### config.mk
export PLATFORM = sky130hd
export DESIGN_NAME = seven_seg_scroll_controller
export DESIGN_NICKNAME = d
export VERILOG_FILES = /design/src/rtl/seven_seg_scroll_controller.sv
export SDC_FILE = /design/constraint.sdc
export NUM_CORES = 1
export LEC_CHECK = 0
export BUFFER_PORTS_ARGS = -buffer_cell sky130_fd_sc_hd__buf_2
export CAP_MARGIN = 20
export CORE_MARGIN = 4
export CORE_UTILIZATION = 55
export CTS_CLUSTER_DIAMETER = 60
export CTS_CLUSTER_SIZE = 8
export DETAILED_ROUTE_END_ITERATION = 16
export GPL_ROUTABILITY_DRIVEN = 0
export PLACE_DENSITY = 0.76
export SYNTH_ARGS = -nofsm -noshare
export SYNTH_HDL_FRONTEND = slang
export SYNTH_SLANG_ARGS = --single-unit
export TNS_END_PERCENT = 1
### constraint.sdc
create_clock -name clk -period 3 [get_ports clk]
set_input_delay 0 -clock clk [delete_from_list [all_inputs] [get_ports clk]]
set_output_delay 0 -clock clk [all_outputs]
set_load 0.05 [all_outputs]
### src/rtl/seven_seg_scroll_controller.sv
// seven_seg_scroll_controller
//
// Drives a memory-mapped 8-digit seven-segment display (digit registers at
// BASE_ADDR+0..7). A message buffer of glyph codes is rewritten into the 8
// digit registers once per frame, and the window slides one position per
// scroll step. The CPU shares the display write bus and always wins: while
// cpu_req is high the scroller stalls in place.
//
// Optional build macro:
//   SEVEN_SEG_SCROLL_BLANK_PAD_EN - message wraps at len+8 and positions past
//   the end show blank (code 20), so the text scrolls fully off before it
//   reappears.
//
// Ports:
//   clk, rst          clock, synchronous active-high reset
//   msg_we/waddr/wdata message buffer write port (any state)
//   msg_len           message length, latched on start (1..MSG_DEPTH valid)
//   start, stop       control pulses; stop wins over start
//   cpu_req/addr/data CPU write request to the display bus
//   cpu_gnt           always equal to cpu_req
//   addressbusHigh/Low, databus, writeEnable  registered display bus
//   busy              high whenever not idle
//   frame_done        pulse coincident with the digit-7 bus write
module seven_seg_scroll_controller #(
  parameter int          MSG_DEPTH = 32,
  parameter int          TICK_DIV  = 1000000,
  parameter logic [15:0] BASE_ADDR = 16'h0000
) (
  input  logic                         clk,
  input  logic                         rst,
  input  logic                         msg_we,
  input  logic [$clog2(MSG_DEPTH)-1:0] msg_waddr,
  input  logic [7:0]                   msg_wdata,
  input  logic [$clog2(MSG_DEPTH):0]   msg_len,
  input  logic                         start,
  input  logic                         stop,
  input  logic                         cpu_req,
  input  logic [15:0]                  cpu_addr,
  input  logic [7:0]                   cpu_data,
  output logic                         cpu_gnt,
  output logic [7:0]                   addressbusHigh,
  output logic [7:0]                   addressbusLow,
  output logic [7:0]                   databus,
  output logic                         writeEnable,
  output logic                         busy,
  output logic                         frame_done
);

  localparam int AW = $clog2(MSG_DEPTH);
  localparam int LW = AW + 1;
  localparam int TW = $clog2(TICK_DIV + 1);

  typedef enum logic [1:0] {ST_IDLE, ST_REFRESH, ST_WAIT} state_t;

  state_t        state_q, state_d;
  logic [7:0]    msg_q [MSG_DEPTH];
  logic [LW-1:0] len_q, len_d;
  logic [LW-1:0] ptr_q, ptr_d;
  logic [LW-1:0] offset_q, offset_d;
  logic [2:0]    digit_q, digit_d;
  logic [TW-1:0] tick_q, tick_d;
  logic [15:0]   addr_q, addr_d;
  logic [7:0]    data_q, data_d;
  logic          we_q, we_d;
  logic          fd_q, fd_d;

  logic          len_ok;
  logic          scr_we;
  logic          last_digit;
  logic          tick_end;
  logic [LW:0]   wrap_w;
  logic [LW:0]   ptr_inc;
  logic [LW:0]   offset_inc;
  logic [LW-1:0] ptr_nxt;
  logic [LW-1:0] offset_nxt;
  logic [7:0]    glyph;

  assign len_ok     = (msg_len != '0) && (msg_len <= LW'(MSG_DEPTH));
  assign last_digit = (digit_q == 3'd7);
  assign tick_end   = (tick_q == TW'(TICK_DIV - 1));
  // The scroller only drives the bus when the CPU is absent and no stop is
  // pending; a stop suppresses the write issued in the same cycle.
  assign scr_we     = (state_q == ST_REFRESH) && !cpu_req && !stop;

`ifdef SEVEN_SEG_SCROLL_BLANK_PAD_EN
  // Eight padding positions after the message scroll it fully off-screen.
  assign wrap_w = {1'b0, len_q} + (LW+1)'(8);
  assign glyph  = (ptr_q < len_q) ? msg_q[ptr_q[AW-1:0]] : 8'd20;
`else
  assign wrap_w = {1'b0, len_q};
  assign glyph  = msg_q[ptr_q[AW-1:0]];
`endif

  assign ptr_inc    = {1'b0, ptr_q} + (LW+1)'(1);
  assign offset_inc = {1'b0, offset_q} + (LW+1)'(1);
  assign ptr_nxt    = (ptr_inc == wrap_w) ? '0 : ptr_inc[LW-1:0];
  assign offset_nxt = (offset_inc == wrap_w) ? '0 : offset_inc[LW-1:0];

  assign cpu_gnt        = cpu_req;
  assign busy           = (state_q != ST_IDLE);
  assign addressbusHigh = addr_q[15:8];
  assign addressbusLow  = addr_q[7:0];
  assign databus        = data_q;
  assign writeEnable    = we_q;
  assign frame_done     = fd_q;

  // Message buffer: not reset, written from any state.
  always_ff @(posedge clk) begin
    if (msg_we) msg_q[msg_waddr] <= msg_wdata;
  end

  // State register
  always_ff @(posedge clk) begin
    if (rst) state_q <= ST_IDLE;
    else     state_q <= state_d;
  end

  // Next-state logic
  always_comb begin
    state_d = state_q;
    case (state_q)
      ST_IDLE:    if (start && !stop && len_ok) state_d = ST_REFRESH;
      ST_REFRESH: if (stop) state_d = ST_IDLE;
                  else if (scr_we && last_digit) state_d = ST_WAIT;
      ST_WAIT:    if (stop) state_d = ST_IDLE;
                  else if (tick_end) state_d = ST_REFRESH;
      default:    state_d = ST_IDLE;
    endcase
  end

  // Scroll position, tick counter and bus mux
  always_comb begin
    len_d    = len_q;
    ptr_d    = ptr_q;
    offset_d = offset_q;
    digit_d  = digit_q;
    tick_d   = tick_q;
    if (stop) begin
      offset_d = '0;
      digit_d  = '0;
    end else begin
      case (state_q)
        ST_IDLE: if (start && len_ok) begin
          len_d    = msg_len;
          offset_d = '0;
          digit_d  = '0;
          ptr_d    = '0;
        end
        ST_REFRESH: if (!cpu_req) begin
          digit_d = digit_q + 3'd1;
          ptr_d   = ptr_nxt;
          if (last_digit) tick_d = '0;
        end
        ST_WAIT: begin
          // Free-running during WAIT: CPU traffic does not delay the scroll.
          tick_d = tick_q + TW'(1);
          if (tick_end) begin
            offset_d = offset_nxt;
            digit_d  = '0;
            ptr_d    = offset_nxt;
          end
        end
        default: ;
      endcase
    end

    // Idle bus keeps its last address/data, only the strobe drops.
    addr_d = addr_q;
    data_d = data_q;
    we_d   = 1'b0;
    fd_d   = 1'b0;
    if (cpu_req) begin
      addr_d = cpu_addr;
      data_d = cpu_data;
      we_d   = 1'b1;
    end else if (scr_we) begin
      addr_d = BASE_ADDR + {13'd0, digit_q};
      data_d = glyph;
      we_d   = 1'b1;
      fd_d   = last_digit;
    end
  end

  always_ff @(posedge clk) begin
    if (rst) begin
      len_q    <= '0;
      ptr_q    <= '0;
      offset_q <= '0;
      digit_q  <= '0;
      tick_q   <= '0;
      addr_q   <= '0;
      data_q   <= '0;
      we_q     <= 1'b0;
      fd_q     <= 1'b0;
    end else begin
      len_q    <= len_d;
      ptr_q    <= ptr_d;
      offset_q <= offset_d;
      digit_q  <= digit_d;
      tick_q   <= tick_d;
      addr_q   <= addr_d;
      data_q   <= data_d;
      we_q     <= we_d;
      fd_q     <= fd_d;
    end
  end

endmodule

* After elaboration in Yosys (flattened, before gate mapping) *
Memories as Yosys holds them, arrays and structs flattened. A register that Yosys moved wholly into a read port is not among the register bits.
Cells that the tools add are included.

cells by class
  $add $sub $neg = 4
  multipliers = 0
  divide/modulo/power cells = 0
  order comparisons = 1
  eq/ne operators = 13
  shift operators = 0
  mux-type cells = 30
  bitwise logic cells = 2
  reductions and logical operators = 24

operators with widths
  cell                                                             number
  20-bit two-way mux                                               2
  20-bit one-hot mux with 2 select lines                           1
  16-bit two-way mux                                               2
  6-bit two-way mux                                                5
  20-bit by 1-bit adder with 20-bit output, second input constant  1
  20-bit equality test, second input constant                      1
  6-bit one-hot mux with 3 select lines                            1
  8-bit two-way mux                                                2
  6-bit by 1-bit adder with 7-bit output, second input constant    2
  7-bit by 6-bit equality test with 1-bit output                   2
  6-bit one-hot mux with 2 select lines                            1
  2-bit two-way mux                                                5
  5-bit two-way mux                                                2
  2-bit inequality test, second input constant                     5
  3-bit two-way mux                                                3
  3-bit one-hot mux with 3 select lines                            1
  3-bit AND reduction                                              3
  4-bit AND reduction                                              2
  2-bit nonzero test                                               4
  1-bit logical AND                                                7
  6-bit <= comparator, second input constant                       1
  2-bit one-hot mux with 3 select lines                            1
  6-bit nonzero test                                               1
  5-bit AND reduction                                              1
  other kinds (13)                                                 18

word-level totals
  bits in registers = 69
  bits in latches = 0
  RAM bits = 256
  memory bits (read-only) = 0
  word-level logic and storage cells = 85
  memories = 1

memories
  name   words  width  rd ports  clocked after Yosys merged registers in  wr ports  RTL line  source
  msg_q  32     8      1         1                                        1         56        logic [7:0] msg_q [MSG_DEPTH];

* Longest topological paths before layout *
  word-level depth = 7
  mapped depth = 10
  gate-level depth less buffers = 8

* Worst setup path after synthesis *
No wires, ideal clock.

  kind = register to register
  from = reg with a tool-made name
  to = reg data_q[6], in the netlist databus[6]
  setup time = 130 ps
  arrival = 2279 ps
  data required time = 2870 ps
  path slack = 591 ps
  stages on the path, launching flop included = 7
  buffers on the path = 2
  cell sequence = dfxtp_1 buf_2 buf_1 mux4_2 mux4_2 a22oi_1 o21ai_0

RTL lines
  item                  RTL line  source
  end signal, assigned  202       data_q <= data_d;
  end, declared         63        logic [7:0] data_q, data_d;

* Worst setup path in the final report *
  from = reg tick_q[7]
  to = reg state_q[0]

between the ends
  cells in the longest elaborated chain, start to end = 3

ends and longest elaborated chain
  item                                    RTL line  source
  start, declared                         61        logic [TW-1:0] tick_q, tick_d;
  start signal, assigned                  200       tick_q <= tick_d;
  20-bit equality test                    80        assign tick_end = (tick_q == TW'(TICK_DIV - 1));
  3-bit inequality test (no source line)  --
  3-bit AND reduction (no source line)    --
  end signal, assigned                    115       else state_q <= state_d;
  end, declared                           55        state_t state_q, state_d;

No other way between the ends.
A chain may end at the register's enable or synchronous reset.

==> metrics <==
Clock Skews=0.0205 ns; internal power=0.00815 W; status=finished with violations; cell area after synthesis=13500 um^2; core area=23800 um^2; Setup CP Type=flip-flop to flip-flop; Net Sw Frac=0.225; number of global-route vias before repair=8094; Final min period=2.72 ns; CTS buffer count=47; final setup TNS=0 ns; input/output buffers=76; failing checks=negative hold slack; post-synthesis average cell area=16.1 um^2; fin nets=1033; FFs w/ async S/R, synth=0; GRT Overall Usage=0.229; Reg clk slew, reported paths=0.05 ns; Post-DRT Antenna Nets=0; most common cell in the synthesized netlist=edfxtp_1; share of layout cells above drive strength 1=0.236; DRT iter0 DRCs=537; Bufs on Longest Clock Path=3; minimum hold slack=-0.00177 ns; H-Tree Depth=2; synth top area cells=edfxtp_1 57%, mux4_2 13%, dfxtp_1 11%; DRC violations left=0; Initial DRT Pass Iterations=5; Worst Setup End Kind=flip-flop; largest net degree at the start of global routing=60; clk sinks=330; Root Driver=clkbuf_16; Die Footprint=27000 um^2; max incr delay on CP=0.60 ns; relative max-transition margin=0.414; Critical-path top delay cell=or4_1; Rows=56; Syn Nets=892; Syn Inst Count=834; flop and latch count out of synthesis=330; fin. max-slew vios=0; dominant synthesized flop cell=edfxtp_1; worst min path class=input port to flip-flop; Remaining Overflow, GRT=0; maximum vdd drop=0.000515 V; critical-path cell list=or4b_1, or4_1, o21ai_2, a21o_1, nand3_1, dlygate4sd3_1, o31ai_1; combinational power share=0.071; DR vias/cell=5.99; first-pass GRT wire length=47100 um; crit path DAT=3.17 ns; worst slew pin tran=0.872 ns; Final setup violation count=0; Seq/Total Area, Yosys=0.681; synth cell count leaders=256 x edfxtp_1, 88 x nor2_1, 80 x mux4_2; CP Max Fanout=6; Vias=7845; leading area contributor after synthesis=edfxtp_1; RSZ-0062 raised after global routing=false; maxcap violations=0; Sequential Power Share=0.481; die width=164 um; Startpoint Class=flip-flop; Pleak=5.37 nW; Fill cells=1554; Peak Freq=367 MHz; pwr dens=660 nW/um^2; Clk Latency, worst-skew pair=0.55 ns; initial core utilization=0.566; I/O pin cnt=77; Yosys Warn Count=0; DPL Wire Length=17800 um; Die Height=164 um; Core Util, Final=0.671; Yosys top cell area share=0.571; post-synthesis cell type count=54; CTS tree=done; number of enable flip-flop cells after synthesis=256; Post-Route WL=29900 um; P&R area growth vs syn=18.4%; Data required, critical path=3.45 ns; Final Hold Vio Count=2; initial antenna violation count=1; period utilization=0.908; Sw Pwr=0.00237 W; WL/cell=22.8 um; Clock Power Share=0.448
layout by cell type, fill, tap and decap left out, drive strengths merged, types with 8 or more instances in the layout:
cell type | synthesis | layout
a22oi | 8 | 8
clkbuf | 26 | 61
xor2 | 15 | 15
xnor2 | 22 | 22
nand2 | 35 | 35
inv | 15 | 16
a21oi | 38 | 38
mux2i | 11 | 11
nor3 | 12 | 12
and3 | 27 | 27
mux4 | 80 | 80
dfxtp | 74 | 74
o21ai | 14 | 14
buf | 11 | 92
edfxtp | 256 | 256
nand3 | 20 | 20
dlygate4sd3 | 0 | 37
nor2 | 88 | 88
ha | 9 | 9
state kept, by name (all words and copies together) (netlist names), named ones only:
signal / count
len_q: 6
frame_done: 1
databus: 8
ptr_q: 6
tick_q: 20
offset_q: 6
msg_q: 256
state_q: 2
addr_q: 16
writeEnable: 1
digit_q: 3
worst max-delay path, delay by kind of cell, from the launching register on:
kind	cells	cell delay [ns]
flip-flops	1	0.34
AO/OA/AOI/OAI	3	0.55
AND/OR/NAND/NOR	3	1.20
buffers and inverters	1	0.55
final timing paths:
| check | slack, ns | from | end | depth (start not counted) |
|---|---|---|---|---|
| worst max register to register | 0.28 | tick_q[7] | state_q[0] | 7 |
| worst min-delay path | -0.002 | msg_wdata[3] | msg_q[17][3] | 1 |
| worst max-delay path | 0.28 | tick_q[7] | state_q[0] | 7 |
| worst min register to register | 0.51 | offset_q[1] | offset_q[1] | 2 |
cell families after synthesis:
| logic type | synth area share |
|---|---|
| xor gates and xnor gates | 0.0292 |
| AOI/OAI and AO/OA | 0.0383 |
| adders and majority gates | 0.00837 |
| and+or+nand+nor | 0.0845 |
| buffers and inverters | 0.0152 |
| muxes | 0.143 |
| DFF | 0.681 |
power by group through the flow:
stage	combinational (W)	clock, W	sequential [W]
final	0.000747	0.00472	0.00506
after floorplan	0.000382	0	0.00521
after detailed placement	0.000694	0	0.00514
after CTS	0.000744	0.00478	0.00505
after global placement	0.000680	0	0.00513
after global routing	0.000809	0.00499	0.00506
metal layers:
metal	part of all wire	wire, um	global-route usage
met3	0.064	1900	0.0352
met4	0.029	852	0.0767
met5	0	0	0
met2	0.51	15200	0.390
met1	0.40	11900	0.307
area by class of cell:
type,instances,area (um^2),area share
flip-flops and latches,330,9170,0.576
multi-input cells,452,4090,0.256
clock buffers,61,1250,0.0784
repair buffers,129,908,0.0570
well taps,319,399,0.0250
clock inverters,3,57.6,0.00361
inverters,15,56.3,0.00353
diodes,1,2.50,0.000157
repair_timing:
item | in CTS | in global routing
buffers inserted | 0 | 0
endpoints found under the hold margin | 113 | 0
resized for setup | 0 | 0
hold buffers | 37 | 0
through the flow:
step / total power, W / std cells / cell area [um^2] / worst slack, ns / hold slack [ns]
after floorplan: 0.00559 / 834 / 13500 / 0.591 / 0.0989
after global routing: 0.0109 / 1310 / 15900 / 0.0945 / 0.0296
after CTS: 0.0106 / 1309 / 15900 / 0.271 / 0.00103
after detailed placement: 0.00583 / 1208 / 14300 / 0.432 / 0.235
after global placement: 0.00581 / 1208 / 14300 / 0.450 / 0.227
final: 0.0105 / 1310 / 15900 / 0.277 / -0.00177
No activity file was read; power rests on OpenSTA's default activity.
